`src/rtl/mux8_rr_arbiter.sv`:
```
// rtl/mux8_rr_arbiter.sv - round-robin arbiter driving the select of an 8-input mux
module mux8_rr_arbiter #(
    parameter int unsigned HOLD_MAX = 4
) (
    input  logic       clk,
    input  logic       rst,
    input  logic [7:0] req,
    output logic [7:0] gnt,
    output logic       gnt_valid,
    output logic [2:0] sel,
    output logic [3:0] hold_cnt
);

    typedef enum logic {
        IDLE  = 1'b0,
        GRANT = 1'b1
    } state_t;

    localparam logic [3:0] HOLD_LIM = 4'(HOLD_MAX);

    state_t     state_q, state_d;
    logic [7:0] gnt_q, gnt_d;
    logic       gnt_valid_q, gnt_valid_d;
    logic [2:0] sel_q, sel_d;
    logic [3:0] hold_cnt_q, hold_cnt_d;
    logic [2:0] last_q, last_d;

    // Returns {found, index} of the first set bit searching base+1 .. base+8.
    function automatic logic [3:0] rr_pick(input logic [7:0] r, input logic [2:0] base);
        logic [3:0] res;
        logic [2:0] idx;
        res = 4'b0;
        for (int k = 8; k >= 1; k--) begin
            idx = base + k[2:0];
            if (r[idx]) begin
                res = {1'b1, idx};
            end
        end
        return res;
    endfunction

    logic [7:0] others;
    logic [3:0] pick_all;
    logic [3:0] pick_oth;
    logic       new_grant;
    logic [2:0] new_idx;
    logic       go_idle;

    always_comb begin
        others   = req & ~(8'b1 << last_q);
        pick_all = rr_pick(req, last_q);
        pick_oth = rr_pick(others, last_q);

        state_d     = state_q;
        gnt_d       = gnt_q;
        gnt_valid_d = gnt_valid_q;
        sel_d       = sel_q;
        hold_cnt_d  = hold_cnt_q;
        last_d      = last_q;
        new_grant   = 1'b0;
        new_idx     = pick_oth[2:0];
        go_idle     = 1'b0;

        // In GRANT the owner is always last_q, so searching from last_q starts at owner+1.
        case (state_q)
            IDLE: begin
                if (pick_all[3]) begin
                    new_grant = 1'b1;
                    new_idx   = pick_all[2:0];
                end
            end
            GRANT: begin
                if (!req[last_q]) begin
                    if (pick_oth[3]) begin
                        new_grant = 1'b1;
                    end else begin
                        go_idle = 1'b1;
                    end
                end else if (hold_cnt_q < HOLD_LIM) begin
                    hold_cnt_d = hold_cnt_q + 4'd1;
                end else if (pick_oth[3]) begin
                    new_grant = 1'b1;
                end else begin
                    hold_cnt_d = 4'd1;
                end
            end
            default: go_idle = 1'b1;
        endcase

        if (new_grant) begin
            state_d     = GRANT;
            gnt_d       = 8'b1 << new_idx;
            gnt_valid_d = 1'b1;
            sel_d       = new_idx;
            hold_cnt_d  = 4'd1;
            last_d      = new_idx;
        end else if (go_idle) begin
            // sel keeps the previous owner so the mux output stays stable.
            state_d     = IDLE;
            gnt_d       = 8'b0;
            gnt_valid_d = 1'b0;
            hold_cnt_d  = 4'd0;
        end
    end

    always_ff @(posedge clk) begin
        if (rst) begin
            state_q     <= IDLE;
            gnt_q       <= 8'b0;
            gnt_valid_q <= 1'b0;
            sel_q       <= 3'd0;
            hold_cnt_q  <= 4'd0;
            last_q      <= 3'd7;
        end else begin
            state_q     <= state_d;
            gnt_q       <= gnt_d;
            gnt_valid_q <= gnt_valid_d;
            sel_q       <= sel_d;
            hold_cnt_q  <= hold_cnt_d;
            last_q      <= last_d;
        end
    end

    assign gnt       = gnt_q;
    assign gnt_valid = gnt_valid_q;
    assign sel       = sel_q;
    assign hold_cnt  = hold_cnt_q;

endmodule

```
`config.mk`:
```
export PLATFORM = sky130hd
export DESIGN_NAME = mux8_rr_arbiter
export DESIGN_NICKNAME = d
export VERILOG_FILES = /design/src/rtl/mux8_rr_arbiter.sv
export SDC_FILE = /design/constraint.sdc
export NUM_CORES = 1
export LEC_CHECK = 0
export BUFFER_PORTS_ARGS = -buffer_cell sky130_fd_sc_hd__buf_2
export CAP_MARGIN = 20
export CORE_AREA = 2 2 98 100
export CTS_CLUSTER_SIZE = 28
export DETAILED_ROUTE_END_ITERATION = 7
export DIE_AREA = 0 0 100 102
export PLACE_DENSITY = 0.54
export SLEW_MARGIN = 20
export SYNTH_ARGS = -nofsm -noshare
export SYNTH_HDL_FRONTEND = slang
export SYNTH_SLANG_ARGS = --single-unit
```
`constraint.sdc`:
```
create_clock -name clk -period 5.2 [get_ports clk]
set_clock_uncertainty 0.05 [all_clocks]
set_input_delay 0.52 -clock clk [delete_from_list [all_inputs] [get_ports clk]]
set_output_delay 0.52 -clock clk [all_outputs]
set_load 0.01 [all_outputs]
```
Word-level counts from Yosys, hierarchy flattened
Cells that the tools add are included.

operators by class
  $add $sub $neg = 8
  $lt $le $gt $ge = 9
  equal/unequal tests = 2
  shift-type cells = 2
  multiplexer cells = 68
  bitwise operators = 3
  reduce and logical (&&, ||, !) cells = 6

operator list
  kind                                                                     count
  4-bit 2-to-1 mux                                                         18
  1-bit binary-select mux with 3-bit select                                16
  3-bit by 4-bit < comparator with 1-bit output, second input constant     8
  1-bit 2-to-1 mux                                                         29
  8-bit 2-to-1 mux                                                         2
  1-bit by 3-bit << shifter with 8-bit output, first input constant        2
  3-bit adder, second input constant                                       4
  8-bit AND                                                                1
  8-bit NOT                                                                1
  3-bit by 2-bit adder with 3-bit output, second input constant            2
  3-bit 2-to-1 mux                                                         2
  3-bit AND reduction                                                      2
  3-bit nonzero test                                                       2
  4-bit by 1-bit adder with 4-bit output, second input constant            1
  4-bit by 3-bit < comparator with 1-bit output, second input constant     1
  4-bit by 1-bit inequality test with 1-bit output, second input constant  1
  3-bit by 1-bit adder with 3-bit output, second input constant            1
  3-bit OR reduction                                                       1
  2-bit by 1-bit inequality test with 1-bit output, second input constant  1
  1-bit one-hot mux with 2 select lines                                    1
  2-bit nonzero test                                                       1
  1-bit NOT                                                                1

storage, ports and cells
  flip-flop bits (word level) = 19
  input bits = 10
  output and inout bits = 16
  word-level logic and storage cells = 104

Depth between registers and ports, before layout
  depth after elaboration = 19
  mapped depth = 16
  gate-level depth less buffers = 10

Worst setup path after synthesis
OpenSTA, ideal clock, no wires.

  path type = register to register
  from = register last_q[2]
  to = register gnt_q[1] (netlist: gnt[1])
  setup time = 92 ps
  arrival = 3,722 ps
  path slack = 1,335 ps
  stages on the path, launching flop included = 16
  buffers on the path = 5
  cells stage by stage = dfxtp_1 buf_4 buf_2 buf_4 inv_2 buf_1 ha_1 clkbuf_1 mux2_2 a2bb2oi_1 a311oi_2 a31o_2 nand3_2 o32a_1 a211o_1 o32ai_1

between the ends
  cells in the longest elaborated chain, start to end = 18
  elaborated cells on any way between the ends = 71
  classes of those cells = add/sub: 7; shift: 2; mux: 59; bitwise: 2; reduce/logical: 1

RTL lines
  what                                                  line  RTL
  from (decl)                                           26    logic [2:0] last_q, last_d;
  from (signal assigned)                                120   last_q <= last_d;
  branches (longest 18 deep; another with 3-bit adder)  -
  to (signal assigned)                                  116   gnt_q <= gnt_d;
  to (decl)                                             22    logic [7:0] gnt_q, gnt_d;

Parallel ways; which one is timed is not known. The select of a mux whose other input is x is not followed.
A chain may end at the register's enable or synchronous reset.

Worst setup path in the final report
  from = register last_q[0]
  to = register gnt_q[2] (netlist: gnt[2])

Same word-level chain as after synthesis.

==> qor.yml <==
outcome:
  status: "finished clean"
placement:
  gp_congestion: 0.904
  place_ws_ns: 1.08
  dp_hpwl_um: 5870
  io_buffers: 25
  dp.cells: 437
synth:
  synth-seq-cells: 19
  ys_types: 61
  syn_nets: 337
  synthCells: 318
  yosysMostFrequentCell: "nand2_1"
  synth_common_cells: "33 x nand2_1, 19 x dfxtp_1, 17 x o21ai_0"
  syn_avg_cell_area_um2: 8.42
  netlist_area_mm2: 0.00268
  synth_edf_count: 0
  yosys_warnings: 0
  netlist.area_leader.share: 0.142
  synthFlopType: "dfxtp_1"
  synth_area_leader_cell: "dfxtp_1"
  synth.yosys.seq_area_share: 0.142
  async_flop_share: 0
  ys_top_cells_by_area: "dfxtp_1 14%, mux4_2 10%, mux4_1 6.9%"
critical_path:
  cp-start-kind: "register"
  r2r_cells: 10
  critPathCaptureType: "register"
  crit_family: "compound AO/OA/AOI/OAI gates"
  r2r-start: "last_q[0]"
  path_class: "reg2reg"
  required_ns: 5.25
  critical_path_arrival_ns: 4.20
  path_cells: "buf_4, ha_1, a21boi_0, mux4_2, a21boi_0, nand2_1, nor3_2, nand2b_1, o211ai_1, o32ai_1"
  cpMaxStageDelayCell: "o211ai_1"
  cp.depth: 10
  cp_slowest_stage_delay_ns: 0.68
  crit_path_max_fanout: 25
  crit_path_start: "last_q[0]"
  cpMostUsedCell: "a21boi_0"
  critical_path_buf_inv_count: 1
drt:
  ant_nets: 0
  dr.first_iter.drc_count: 352
  wire_per_inst_um: 18.0
  dr.pass1.iters: 4
  viasPerCell: 5.85
  vias: 2579
  drt_wl_total_um: 7960
  drc_errors: 0
sta:
  relSlewSlack: 0.441
  hold_viol_final: 0
  rsz0062_at_grt: "no"
  layout_min_cycle_time_ns: 4.15
  drv_slew: 0
  finalSetupTns_ns: 0
  setup_viol: 0
  layout_setup_ws_ns: 1.05
  fmax_mhz: 241
  tightest_slew_ns: 0.829
  fin_crit_sh: 0.798
clock_network:
  cts_tree: "yes"
  cts.htree.levels: 1
  cts_setup_buffers: 0
  clkLatencyLatePin_ns: 0.26
  cts_buffer_depth: 2
  clock_sinks: 19
  root_buffer: "clkbuf_8"
  clk_pin_slew_ns: 0.07
  cts_hold_buf: 0
  cts_resized: 0
  numCtsBuffers: 3
die:
  boundaryPins: 26
  die_h_um: 102
  die_x_um: 100
  core_area_mm2: 0.00911
  design.die.area_mm2: 0.0102
  initial_core_util: 0.294
  rows: 35
pwr:
  ir_worst_vdd_uv: 287
  power_density_mw_per_mm2: 701
  power_leakage_nw: 1.13
finish:
  area_growth_pct: 8.83
  finalNonFillerCells: 441
  nets: 350
  antenna_cells: 0
  drive_above_1_share: 0.209
global_route:
  antenna_found_initial: 0
  grt_start_max_net_pins: 35
  gr-usage-all-layers: 0.157
  grt_pass1_wl_um: 13000
  grt_overflow: 0
  grt_pass1_vias: 2449
hold_path:
  hp-class: "reg2reg"
  min_path_cells: 2
  hp-start: "gnt[5]"
flow_run:
  maxCapViolations: 0
==> layer usage <==
layer / up-vias / part of all wire / GRT usage
met3: 10 / 0.037 / 0.0157
met4: 0 / 0.014 / 0.0369
met5: - / 0 / 0
met2: 66 / 0.49 / 0.270
li1: 1249 / - / -
met1: 1254 / 0.46 / 0.214
==> metrics by stage <==
step | utilization | area (um^2) | hold WS (ns) | total power [mW]
after detailed placement | 0.315 | 2870 | 0.398 | 1.91
after CTS | 0.320 | 2910 | 0.409 | 2.02
after global routing | 0.320 | 2910 | 0.434 | 2.22
after global placement | 0.315 | 2870 | 0.393 | 1.91
final | 0.320 | 2910 | 0.404 | 2.04
after floorplan | - | 2680 | 0.424 | 1.54
==> state kept, by name (all words and copies together) (netlist names) <==
| name | cells |
|---|---|
| hold_cnt | 4 |
| sel | 3 |
| gnt_valid | 1 |
| last_q | 3 |
| gnt | 8 |
==> cell type report <==
| cell class | instances | area [um^2] |
|---|---|---|
| clock buffer | 3 | 41.3 |
| tap | 111 | 139 |
| inverter | 17 | 63.8 |
| clock inverter | 1 | 5.00 |
| sequential | 19 | 380 |
| fill | 973 | 6190 |
| timing repair buffer | 32 | 178 |
| multi-input combinational | 258 | 2110 |
==> worst min-delay path, stage by stage (launching register included) <==
cell and delay [ns]:
dfxtp_1 0.31, inv_1 0.05, o32ai_1 0.05
==> where the power goes <==
part | switching, mW | internal (mW) | total [mW]
combinational | 0.996 | 0.701 | 1.70
sequential | 0.0505 | 0.189 | 0.240
clock | 0.0516 | 0.0533 | 0.105
==> cell families after synthesis <==
family / share of synthesized area
fa+ha+maj: 0.0421
simple gates: 0.200
xor+xnor: 0.0131
mux: 0.281
compound gates: 0.250
buf+inv: 0.0710
flops: 0.142
==> path summary, 6_finish.rpt <==
check / slack, ns / endpoint
worst max-delay path: 1.05 / gnt[2]
worst min-delay path: 0.40 / gnt[5]
worst max register to register: 1.05 / gnt[2]
worst min register to register: 0.40 / gnt[5]
==> placed cells by master, fill, tap and decap left out, types with 4 or more instances in the layout <==
| master | n |
|---|---|
| mux4_1 | 7 |
| buf_4 | 7 |
| mux2i_1 | 16 |
| nor2b_1 | 5 |
| a31oi_1 | 8 |
| buf_2 | 25 |
| o211ai_1 | 7 |
| o21ai_0 | 17 |
| ha_1 | 9 |
| a21boi_0 | 9 |
| nand2_1 | 33 |
| dfxtp_1 | 19 |
| nand3_1 | 7 |
| nand3b_1 | 4 |
| mux4_2 | 12 |
| o32ai_1 | 8 |
| nor3b_1 | 4 |
| and2_1 | 9 |
| inv_1 | 14 |
| a21oi_1 | 16 |
| nor3_1 | 10 |
| mux2_2 | 11 |
| nand2b_1 | 5 |
| nor2_1 | 15 |
Power figures use the tool's default switching activity.
